**config.mk**
```make
export PLATFORM = sky130hd
export DESIGN_NAME = mem_port_arbiter_flat
export DESIGN_NICKNAME = d
export VERILOG_FILES = /design/src/rtl/mem_port_arbiter_pkg.sv /design/src/rtl/mem_port_arbiter_if.sv /design/src/rtl/mem_port_arbiter_rr_arb2.sv /design/src/rtl/mem_port_arbiter.sv /design/src/flat_wrapper.sv
export SDC_FILE = /design/constraint.sdc
export NUM_CORES = 1
export LEC_CHECK = 0
export ABC_AREA = 1
export CAP_MARGIN = 20
export CORE_AREA = 2 2 94 96
export DETAILED_ROUTE_END_ITERATION = 7
export DIE_AREA = 0 0 96 98
export PLACE_DENSITY_LB_ADDON = 0.08
export SYNTH_ARGS = -nofsm -noshare
export SYNTH_HDL_FRONTEND = slang
export SYNTH_SLANG_ARGS = --single-unit
```
**constraint.sdc**
```tcl
create_clock -name clk_i -period 1.8 [get_ports clk_i]
set_input_delay 0.36 -clock clk_i [delete_from_list [all_inputs] [get_ports clk_i]]
set_output_delay 0.36 -clock clk_i [all_outputs]
set_load 0.02 [all_outputs]
```
**src/rtl/mem_port_arbiter_pkg.sv**
```systemverilog
// Shared definitions for the two-requester memory-port arbiter.
// Holds the arbiter state enum, the requester-index type, the default
// width constants and a small index-to-one-hot helper.
package carp_mem_pkg;

  localparam int DEF_NUM_COL    = 4;
  localparam int DEF_COL_WIDTH  = 8;
  localparam int DEF_ADDR_WIDTH = 10;
  localparam int DEF_MAX_LOCK   = 8;

  typedef enum logic {
    IDLE   = 1'b0,
    LOCKED = 1'b1
  } arb_state_e;

  // Requester index: 0 selects r0, 1 selects r1.
  typedef logic req_idx_t;

  function automatic logic [1:0] idx_to_onehot(input req_idx_t idx);
    return idx ? 2'b10 : 2'b01;
  endfunction

endpackage

```
**src/rtl/mem_port_arbiter_if.sv**
```systemverilog
// Bundle of the requester handshakes and the RAM-port signals of
// mem_port_arbiter.
//   rN_req_i/rN_lock_i/rN_strobe_i/rN_addr_i/rN_data_i : requester N access
//   rN_gnt_o/rN_rvalid_o/rN_rdata_o                    : grant and response
//   mem_en_o/mem_strobe_o/mem_addr_o/mem_data_o        : RAM port drive
//   mem_data_i                                          : RAM read data
// slave  : arbiter side.  master : requesters plus RAM side.
interface mem_port_arbiter_if
  import carp_mem_pkg::*;
#(
  parameter int NUM_COL    = DEF_NUM_COL,
  parameter int COL_WIDTH  = DEF_COL_WIDTH,
  parameter int ADDR_WIDTH = DEF_ADDR_WIDTH,
  parameter int DATA_WIDTH = NUM_COL * COL_WIDTH
) ();

  logic                  r0_req_i;
  logic                  r0_lock_i;
  logic [NUM_COL-1:0]    r0_strobe_i;
  logic [ADDR_WIDTH-1:0] r0_addr_i;
  logic [DATA_WIDTH-1:0] r0_data_i;
  logic                  r0_gnt_o;
  logic                  r0_rvalid_o;
  logic [DATA_WIDTH-1:0] r0_rdata_o;

  logic                  r1_req_i;
  logic                  r1_lock_i;
  logic [NUM_COL-1:0]    r1_strobe_i;
  logic [ADDR_WIDTH-1:0] r1_addr_i;
  logic [DATA_WIDTH-1:0] r1_data_i;
  logic                  r1_gnt_o;
  logic                  r1_rvalid_o;
  logic [DATA_WIDTH-1:0] r1_rdata_o;

  logic                  mem_en_o;
  logic [NUM_COL-1:0]    mem_strobe_o;
  logic [ADDR_WIDTH-1:0] mem_addr_o;
  logic [DATA_WIDTH-1:0] mem_data_o;
  logic [DATA_WIDTH-1:0] mem_data_i;

  modport slave (
    input  r0_req_i, r0_lock_i, r0_strobe_i, r0_addr_i, r0_data_i,
    input  r1_req_i, r1_lock_i, r1_strobe_i, r1_addr_i, r1_data_i,
    input  mem_data_i,
    output r0_gnt_o, r0_rvalid_o, r0_rdata_o,
    output r1_gnt_o, r1_rvalid_o, r1_rdata_o,
    output mem_en_o, mem_strobe_o, mem_addr_o, mem_data_o
  );

  modport master (
    output r0_req_i, r0_lock_i, r0_strobe_i, r0_addr_i, r0_data_i,
    output r1_req_i, r1_lock_i, r1_strobe_i, r1_addr_i, r1_data_i,
    output mem_data_i,
    input  r0_gnt_o, r0_rvalid_o, r0_rdata_o,
    input  r1_gnt_o, r1_rvalid_o, r1_rdata_o,
    input  mem_en_o, mem_strobe_o, mem_addr_o, mem_data_o
  );

endinterface

```
**src/rtl/mem_port_arbiter_rr_arb2.sv**
```systemverilog
// Two-way round-robin selector.
//   i_req  : raw requests      i_mask : eligibility mask
//   i_last : most recently granted requester
//   o_gnt  : one-hot grant (zero when nothing eligible requests)
module rr_arb2
  import carp_mem_pkg::*;
(
  input  logic [1:0] i_req,
  input  logic [1:0] i_mask,
  input  req_idx_t   i_last,
  output logic [1:0] o_gnt
);

  logic [1:0] w_elig;

  always_comb begin
    w_elig = i_req & i_mask;
    o_gnt  = w_elig;
    // On contention the requester not granted last wins.
    if (w_elig == 2'b11) begin
      o_gnt = i_last ? 2'b01 : 2'b10;
    end
  end

endmodule

```
**src/rtl/mem_port_arbiter.sv**
```systemverilog
// Arbitrates two requesters onto one port of a byte-write dual-port RAM
// (read-first, one-cycle registered read). Round-robin in IDLE; a grant
// with lock_i set parks the port on its owner for up to MAX_LOCK beats.
// Every granted access returns a response one cycle later to its owner.
//   clk_i  : clock
//   rst_i  : synchronous active-high reset
//   bus_if : requester handshakes and RAM port (slave modport)
module mem_port_arbiter
  import carp_mem_pkg::*;
#(
  parameter int NUM_COL    = DEF_NUM_COL,
  parameter int COL_WIDTH  = DEF_COL_WIDTH,
  parameter int ADDR_WIDTH = DEF_ADDR_WIDTH,
  parameter int DATA_WIDTH = NUM_COL * COL_WIDTH,
  parameter int MAX_LOCK   = DEF_MAX_LOCK
) (
  input  logic                clk_i,
  input  logic                rst_i,
  mem_port_arbiter_if.slave   bus_if
);

  localparam int CNT_W = $clog2(MAX_LOCK + 1);

  arb_state_e            r_state, w_state_nxt;
  req_idx_t              r_owner, w_owner_nxt;
  req_idx_t              r_last, w_last_nxt;
  logic [CNT_W-1:0]      r_lock_cnt, w_lock_cnt_nxt;
  logic                  r_rsp_vld_p1;
  req_idx_t              r_rsp_id_p1;

  logic [1:0]            w_req, w_lock, w_mask, w_gnt;
  logic                  w_any_gnt;
  req_idx_t              w_gnt_idx;
  logic                  w_own_lock;
  logic [NUM_COL-1:0]    w_strobe_sel;
  logic [ADDR_WIDTH-1:0] w_addr_sel;
  logic [DATA_WIDTH-1:0] w_data_sel;

  assign w_req  = {bus_if.r1_req_i,  bus_if.r0_req_i};
  assign w_lock = {bus_if.r1_lock_i, bus_if.r0_lock_i};

  // Reset blocks every grant; a lock restricts eligibility to the owner.
  // After a MAX_LOCK release r_last points at the old owner, so the
  // round-robin already favours the other requester on the next cycle.
  always_comb begin
    w_mask = 2'b11;
    if (rst_i) begin
      w_mask = 2'b00;
    end else if (r_state == LOCKED) begin
      w_mask = idx_to_onehot(r_owner);
    end
  end

  rr_arb2 u_rr_arb2 (
    .i_req  (w_req),
    .i_mask (w_mask),
    .i_last (r_last),
    .o_gnt  (w_gnt)
  );

  assign w_any_gnt  = |w_gnt;
  assign w_gnt_idx  = w_gnt[1];
  assign w_own_lock = w_lock[r_owner];

  // r_lock_cnt counts locked grants already issued, including the entry
  // grant; a grant seen with MAX_LOCK-1 on the counter is the last one.
  always_comb begin
    w_state_nxt    = r_state;
    w_owner_nxt    = r_owner;
    w_last_nxt     = r_last;
    w_lock_cnt_nxt = r_lock_cnt;
    if (w_any_gnt) begin
      w_last_nxt = w_gnt_idx;
    end
    case (r_state)
      IDLE: begin
        if (w_any_gnt && w_lock[w_gnt_idx] && (MAX_LOCK > 1)) begin
          w_state_nxt    = LOCKED;
          w_owner_nxt    = w_gnt_idx;
          w_lock_cnt_nxt = CNT_W'(1);
        end
      end
      LOCKED: begin
        if (w_any_gnt) begin
          if ((r_lock_cnt >= CNT_W'(MAX_LOCK - 1)) || !w_own_lock) begin
            w_state_nxt    = IDLE;
            w_lock_cnt_nxt = '0;
          end else begin
            w_lock_cnt_nxt = r_lock_cnt + 1'b1;
          end
        end else if (!w_own_lock) begin
          w_state_nxt    = IDLE;
          w_lock_cnt_nxt = '0;
        end
      end
      default: begin
        w_state_nxt    = IDLE;
        w_lock_cnt_nxt = '0;
      end
    endcase
  end

  // Stage p0 -> p1: grant owner registered alongside the RAM read.
  always_ff @(posedge clk_i) begin
    if (rst_i) begin
      r_state      <= IDLE;
      r_owner      <= 1'b0;
      r_last       <= 1'b1;
      r_lock_cnt   <= '0;
      r_rsp_vld_p1 <= 1'b0;
      r_rsp_id_p1  <= 1'b0;
    end else begin
      r_state      <= w_state_nxt;
      r_owner      <= w_owner_nxt;
      r_last       <= w_last_nxt;
      r_lock_cnt   <= w_lock_cnt_nxt;
      r_rsp_vld_p1 <= w_any_gnt;
      r_rsp_id_p1  <= w_gnt_idx;
    end
  end

  always_comb begin
    w_strobe_sel = '0;
    w_addr_sel   = bus_if.r0_addr_i;
    w_data_sel   = bus_if.r0_data_i;
    if (w_gnt[1]) begin
      w_strobe_sel = bus_if.r1_strobe_i;
      w_addr_sel   = bus_if.r1_addr_i;
      w_data_sel   = bus_if.r1_data_i;
    end else if (w_gnt[0]) begin
      w_strobe_sel = bus_if.r0_strobe_i;
    end
  end

  assign bus_if.mem_en_o     = w_any_gnt;
  assign bus_if.mem_strobe_o = w_strobe_sel;
  assign bus_if.mem_addr_o   = w_addr_sel;
  assign bus_if.mem_data_o   = w_data_sel;

  assign bus_if.r0_gnt_o = w_gnt[0];
  assign bus_if.r1_gnt_o = w_gnt[1];

  // Responses in flight across a reset are dropped.
  assign bus_if.r0_rvalid_o = r_rsp_vld_p1 & ~rst_i & (r_rsp_id_p1 == 1'b0);
  assign bus_if.r1_rvalid_o = r_rsp_vld_p1 & ~rst_i & (r_rsp_id_p1 == 1'b1);
  assign bus_if.r0_rdata_o  = bus_if.mem_data_i;
  assign bus_if.r1_rdata_o  = bus_if.mem_data_i;

endmodule
```
**src/flat_wrapper.sv**
```systemverilog
// flat-port wrapper written by rule: the top's interface ports become plain ports
module mem_port_arbiter_flat import carp_mem_pkg::*;
#(
  parameter int NUM_COL    = DEF_NUM_COL,
  parameter int COL_WIDTH  = DEF_COL_WIDTH,
  parameter int ADDR_WIDTH = DEF_ADDR_WIDTH,
  parameter int DATA_WIDTH = NUM_COL * COL_WIDTH,
  parameter int MAX_LOCK   = DEF_MAX_LOCK
)
  (clk_i, rst_i, bus_if_r0_req_i, bus_if_r0_lock_i, bus_if_r0_strobe_i, bus_if_r0_addr_i, bus_if_r0_data_i, bus_if_r1_req_i, bus_if_r1_lock_i, bus_if_r1_strobe_i, bus_if_r1_addr_i, bus_if_r1_data_i, bus_if_mem_data_i, bus_if_r0_gnt_o, bus_if_r0_rvalid_o, bus_if_r0_rdata_o, bus_if_r1_gnt_o, bus_if_r1_rvalid_o, bus_if_r1_rdata_o, bus_if_mem_en_o, bus_if_mem_strobe_o, bus_if_mem_addr_o, bus_if_mem_data_o);
  mem_port_arbiter_if #(.NUM_COL(NUM_COL), .COL_WIDTH(COL_WIDTH), .ADDR_WIDTH(ADDR_WIDTH), .DATA_WIDTH(DATA_WIDTH)) bus_if_i ();
  input  logic clk_i;
  input  logic rst_i;
  input wire logic [$bits(bus_if_i.r0_req_i)-1:0] bus_if_r0_req_i;
  input wire logic [$bits(bus_if_i.r0_lock_i)-1:0] bus_if_r0_lock_i;
  input wire logic [$bits(bus_if_i.r0_strobe_i)-1:0] bus_if_r0_strobe_i;
  input wire logic [$bits(bus_if_i.r0_addr_i)-1:0] bus_if_r0_addr_i;
  input wire logic [$bits(bus_if_i.r0_data_i)-1:0] bus_if_r0_data_i;
  input wire logic [$bits(bus_if_i.r1_req_i)-1:0] bus_if_r1_req_i;
  input wire logic [$bits(bus_if_i.r1_lock_i)-1:0] bus_if_r1_lock_i;
  input wire logic [$bits(bus_if_i.r1_strobe_i)-1:0] bus_if_r1_strobe_i;
  input wire logic [$bits(bus_if_i.r1_addr_i)-1:0] bus_if_r1_addr_i;
  input wire logic [$bits(bus_if_i.r1_data_i)-1:0] bus_if_r1_data_i;
  input wire logic [$bits(bus_if_i.mem_data_i)-1:0] bus_if_mem_data_i;
  output wire logic [$bits(bus_if_i.r0_gnt_o)-1:0] bus_if_r0_gnt_o;
  output wire logic [$bits(bus_if_i.r0_rvalid_o)-1:0] bus_if_r0_rvalid_o;
  output wire logic [$bits(bus_if_i.r0_rdata_o)-1:0] bus_if_r0_rdata_o;
  output wire logic [$bits(bus_if_i.r1_gnt_o)-1:0] bus_if_r1_gnt_o;
  output wire logic [$bits(bus_if_i.r1_rvalid_o)-1:0] bus_if_r1_rvalid_o;
  output wire logic [$bits(bus_if_i.r1_rdata_o)-1:0] bus_if_r1_rdata_o;
  output wire logic [$bits(bus_if_i.mem_en_o)-1:0] bus_if_mem_en_o;
  output wire logic [$bits(bus_if_i.mem_strobe_o)-1:0] bus_if_mem_strobe_o;
  output wire logic [$bits(bus_if_i.mem_addr_o)-1:0] bus_if_mem_addr_o;
  output wire logic [$bits(bus_if_i.mem_data_o)-1:0] bus_if_mem_data_o;
  assign bus_if_i.r0_req_i = bus_if_r0_req_i;
  assign bus_if_i.r0_lock_i = bus_if_r0_lock_i;
  assign bus_if_i.r0_strobe_i = bus_if_r0_strobe_i;
  assign bus_if_i.r0_addr_i = bus_if_r0_addr_i;
  assign bus_if_i.r0_data_i = bus_if_r0_data_i;
  assign bus_if_i.r1_req_i = bus_if_r1_req_i;
  assign bus_if_i.r1_lock_i = bus_if_r1_lock_i;
  assign bus_if_i.r1_strobe_i = bus_if_r1_strobe_i;
  assign bus_if_i.r1_addr_i = bus_if_r1_addr_i;
  assign bus_if_i.r1_data_i = bus_if_r1_data_i;
  assign bus_if_i.mem_data_i = bus_if_mem_data_i;
  assign bus_if_r0_gnt_o = bus_if_i.r0_gnt_o;
  assign bus_if_r0_rvalid_o = bus_if_i.r0_rvalid_o;
  assign bus_if_r0_rdata_o = bus_if_i.r0_rdata_o;
  assign bus_if_r1_gnt_o = bus_if_i.r1_gnt_o;
  assign bus_if_r1_rvalid_o = bus_if_i.r1_rvalid_o;
  assign bus_if_r1_rdata_o = bus_if_i.r1_rdata_o;
  assign bus_if_mem_en_o = bus_if_i.mem_en_o;
  assign bus_if_mem_strobe_o = bus_if_i.mem_strobe_o;
  assign bus_if_mem_addr_o = bus_if_i.mem_addr_o;
  assign bus_if_mem_data_o = bus_if_i.mem_data_o;
  mem_port_arbiter #(.NUM_COL(NUM_COL), .COL_WIDTH(COL_WIDTH), .ADDR_WIDTH(ADDR_WIDTH), .DATA_WIDTH(DATA_WIDTH), .MAX_LOCK(MAX_LOCK)) u_core (.clk_i(clk_i), .rst_i(rst_i), .bus_if(bus_if_i));
endmodule
```
After elaboration in Yosys (flattened, before gate mapping)
Index checks and enable logic that the tools add are counted.

$mul: 0. Reduce and logical (&&, ||, !) cells: 6. Add/sub/neg operators: 1. Shifts and indexed selects: 0. Muxes and demuxes: 23. Div/mod/pow operators: 0. Order comparisons: 3. Bitwise gates (word level): 7. Eq/ne operators: 3.

Operators by type and width (count): 32-bit 2-to-1 mux (1); 4-bit 2-to-1 mux (6); 10-bit 2-to-1 mux (1); 2-bit 2-to-1 mux (5); 1-bit 2-to-1 mux (8); 4-bit case mux with 2 select lines (1); 4-bit by 1-bit adder with 4-bit output (second input constant) (1); 4-bit by 3-bit greater-or-equal comparator with 1-bit output (second input constant) (1); 1-bit by 2-bit less-than comparator with 1-bit output (second input constant) (2); 2-bit AND reduction (2); 1-bit bitwise AND (3); 3-bit != test (second input constant) (1); 1-bit NOT (3); 2-bit bitwise AND (1); 2-bit == test (second input constant) (1); 2-bit by 1-bit != test with 1-bit output (second input constant) (1); 1-bit case mux with 2 select lines (1); 2-bit OR reduction (1); 1-bit logical AND (1); 1-bit zero test (1); 1-bit logical OR (1).

Bits in writable memories: 0. Register bits: 9. Memories kept: 0. Logic and storage cells: 49. Bits in latches: 0. ROM bits: 0. Input bits: 130. Output and inout port bits: 115.

Longest topological paths before layout
Depth in word-level cells: 11. Mapped depth: 10.

Hierarchy
A second synthesis with hierarchy kept.

Cell total of the unflattened synthesis: 293. Area total of the unflattened synthesis: 1542.7 sq um.

By module, submodules not included: mem_port_arbiter (area an instance 1511.4 sq um, times used 1, cells an instance 285, seq. area each 180.2 sq um); rr_arb2 (area an instance 31.3 sq um, times used 1, cells an instance 8, seq. area each 0.0 sq um).

Worst setup path before layout
No wires, ideal clock.

Path kind: input to output. Start: in rst_i. End: out bus_if_mem_data_o[10]. Stages on the path: 9. Required time: 1.440 ns. Setup slack: 0.155 ns. Arrival time: 1.285 ns. Cells stage by stage: inv_2 nand2_1 nor2_2 nand2_2 inv_2 buf_4 buf_6 nand2_1 nand2_1.

Cells in the longest elaborated chain, start to end: 5.

RTL lines: from (decl) (line flat_wrapper.sv:13) `input logic rst_i;`; 2-bit 2-to-1 mux * (line mem_port_arbiter.sv:47) `if (rst_i) begin`; 2-bit bitwise AND * (line mem_port_arbiter_rr_arb2.sv:17) `w_elig = i_req & i_mask;`; 2-bit == test (line mem_port_arbiter_rr_arb2.sv:20) `if (w_elig == 2'b11) begin`; 2-bit 2-to-1 mux * (line mem_port_arbiter_rr_arb2.sv:20); 32-bit 2-to-1 mux * (line mem_port_arbiter.sv:126) `if (w_gnt[1]) begin`; to (decl) (line flat_wrapper.sv:34) `output wire logic [$bits(bus_if_i.mem_data_o)-1:0] bus_if_mem_data_o;`.

Every way passes the cells marked *; elsewhere a longest branch is shown, timed or not.

Final worst setup path
Start: reg u_core.r_owner. End: out bus_if_mem_data_o[27].

Cells in the longest elaborated chain, start to end: 7.

RTL lines: from (decl) (line mem_port_arbiter.sv:25) `req_idx_t r_owner, w_owner_nxt;`; from (signal assigned) (line mem_port_arbiter.sv:114) `r_owner <= w_owner_nxt;`; 2-bit 2-to-1 mux * (line mem_port_arbiter_pkg.sv:20) `return idx ? 2'b10 : 2'b01;`; 2-bit 2-to-1 mux * (line mem_port_arbiter.sv:49) `end else if (r_state == LOCKED) begin`; 2-bit 2-to-1 mux * (line mem_port_arbiter.sv:47); 2-bit bitwise AND * (line mem_port_arbiter_rr_arb2.sv:17); 2-bit == test (line mem_port_arbiter_rr_arb2.sv:20); 2-bit 2-to-1 mux * (line mem_port_arbiter_rr_arb2.sv:20); 32-bit 2-to-1 mux * (line mem_port_arbiter.sv:126).

Marked as above.

==> results.py <==
metrics = {
    "route": {
        "route.vias.total": 2028,
        "ant_nets": 0,
        "wire_per_inst_um": 15.71,
        "drt_wl_total_um": 7839,
        "vias_per_cell": 4.064,
        "drc": 0,
        "dr.first_iter.drc_count": 29,
        "first_pass_iters": 4,
    },
    "floorplanning": {
        "num_io_pins": 245,
        "die_h_um": 98,
        "die_w_um": 96,
        "core_um2": 8466,
        "dieArea_um2": 9408,
        "rows": 34,
        "start_util_pct": 18.55,
    },
    "sta": {
        "slew_headroom_pct": 81.47,
        "setup_viol": 46,
        "min_period_ps": 1897,
        "rsz0062_at_grt": "yes",
        "drv_slew": 0,
        "hold_viol": 0,
        "worst_clock_skew_ps": 3.301,
        "worst_pin_slew_ps": 275.1,
        "fmax_ghz": 0.5271,
        "postLayoutSetupSlackWorst_ps": -97.04,
        "hold_slack_ps": 458.9,
        "finalCritPeriodShare_pct": 105.4,
        "tns_ps": -3290,
    },
    "clock_tree": {
        "cts_root_buf": "clkbuf_8",
        "clk-insertion-delay-late_ps": 230,
        "cts_buffers": 3,
        "clock_sinks": 9,
        "clockBufferDepth": 2,
        "cts.htree.levels": 1,
        "path_clk_slew_ps": 50,
        "tritoncts": "built",
        "hold_buffers": 0,
    },
    "layout": {
        "antenna_cells": 0,
        "fin_area_um2": 3505,
        "final-instance-count-excl-fill": 499,
        "drive_gt1_share_pct": 41.94,
        "layout.nets": 523,
        "syn_to_final_growth_pct": 123.2,
    },
    "global_routing": {
        "grt_pass1_wl_um": 11270,
        "grt_use_total_pct": 15.98,
        "first_global_vias": 2074,
        "grt_max_degree": 19,
        "antenna_found_initial": 0,
        "overflow": 0,
    },
    "critical_path": {
        "slowest_stage": "dfxtp_4",
        "end_kind": "output pin",
        "timing.critical_path.buf_inv": 4,
        "cp_top_family": "simple AND/OR/NAND/NOR gates",
        "crit_top_cell": "nand2_2",
        "start_kind": "flip-flop",
        "critical_path_class": "reg -> out",
        "path_max_fanout": 5,
        "r2r_setup_slack_ps": 240,
        "crit_required_ps": 1440,
        "worst_ep_arrival_time_ps": 1540,
        "slowest_delay_ps": 360,
        "path_cells": "nand2_2 > nand4_1 > nand2_4 > inv_6 > buf_8 > clkbuf_16 > nand2_2 > nand2_2 > buf_6",
    },
    "power_and_ir_drop": {
        "power_per_cell_area_nw_per_um2": 433.6,
        "p_leak_uw": 0.001766,
        "ir_worst_vdd_uv": 181.2,
    },
    "yosys": {
        "syn-num-nets": 412,
        "netlist_area_um2": 1570,
        "yosys-top-cells-area": "nand2_1 (34%), buf_4 (31%), dfxtp_1 (11%)",
        "ys_seq_area_share_pct": 11.47,
        "synth_top_area_share_pct": 34.18,
        "synth.ff_latch_count": 9,
        "synthDistinctLibCells": 22,
        "ys_warn_count": 0,
        "syn_inst": 281,
        "avgSynthCellArea_um2": 5.588,
        "synth_area_leader_cell": "nand2_1",
    },
    "placement": {
        "dp.cells": 478,
        "pre_cts_slack_ps": -862.5,
        "dp_hpwl_um": 5181,
        "io_buffer_count": 148,
        "placed_area_um2": 2783,
        "gp_congestion": 0.8201,
    },
    "worst_hold_path": {
        "hold_path_class": "in -> reg",
    },
    "outcome": {
        "violations": "setup timing",
        "status": "complete, but fails checks",
    },
    "run": {
        "maxCapViolations": 0,
    },
}
## worst min-delay path: cells and delay by family
kind / cells / cell delay (ps)
buffers and inverters: 2 / 250
AOI/OAI and AO/OA: 1 / 40
## timing repair
item / in CTS / in global routing
pin swaps: 15 / 24
buffers inserted: 6 / 0
resized for setup: 341 / 58
gates cloned: 7 / 4
setup endpoints to repair: 51 / 49
## final cells by class
type,count,area [µm²]
fillers,899,4961
repair buffers,180,1998
multi-input cells,185,1087
flip-flops and latches,9,185.2
well taps,108,135.1
inverters,13,53.80
clock buffers,4,45.04
## logic make-up after synthesis
logic type	after synthesis	synth area share, %
simple gates	168	43.82
buf+inv	87	37.61
compound gates	16	6.295
flops	9	11.47
fa+ha+maj	1	0.7967
## per-layer routing
metal | vias to the layer above | routed length, µm | track usage (%)
li1 | 1023 | - | -
met1 | 870 | 2799 | 16.64
met2 | 100 | 4074 | 29.54
met3 | 35 | 658 | 4.012
met4 | 0 | 306 | 6.703
met5 | - | 0 | 0
## flip-flops by register name, summed over array words and instances (netlist names)
name                 count
u_core.r_state           1
u_core.r_rsp_vld_p1      1
u_core.r_rsp_id_p1       1
u_core.r_last            1
u_core.r_lock_cnt        4
u_core.r_owner           1
## synth_stat cells, drive strengths merged
library cell	instances
a21oi	8
a22o	4
buf	71
clkbuf	3
dfxtp	9
ha	1
inv	13
nand2	147
nand3	8
nand4	2
nor2	10
o2111ai	1
o21ai	3
or2	1
## placed cells by master, fill, tap and decap left out, drive strengths merged
cell	instances
clkbuf	7
nand2	147
a21oi	8
buf	78
clkdlybuf4s50	94
a22o	4
nor2	10
inv	13
o2111ai	1
dfxtp	9
nand4	2
dlygate4sd2	5
o21ai	3
ha	1
nand3	8
or2	1
## power by group
group / leakage (µW) / internal, µW / switching [µW]
registers: 0.0000749 / 213 / 11.1
logic: 0.00167 / 585 / 472
clock network: 0.0000228 / 155 / 83.7
total: 0.00177 / 953 / 567
## path summary, 6_finish.rpt
check	start	endpoint	depth (start not counted)
max	u_core.r_owner	bus_if_mem_data_o[27]	9
min	rst_i	u_core.r_state	3
max reg2reg	u_core.r_owner	u_core.r_lock_cnt[0]	11
min reg2reg	u_core.r_lock_cnt[3]	u_core.r_lock_cnt[3]	2
## metrics by stage
stage,utilization [%],power (µW)
after global routing,41.40,1623
final,41.40,1520
after global placement,32.87,1053
after floorplan,-,764.6
after detailed placement,32.87,1047
after CTS,38.29,1459
(Power assumes the default switching activity.)
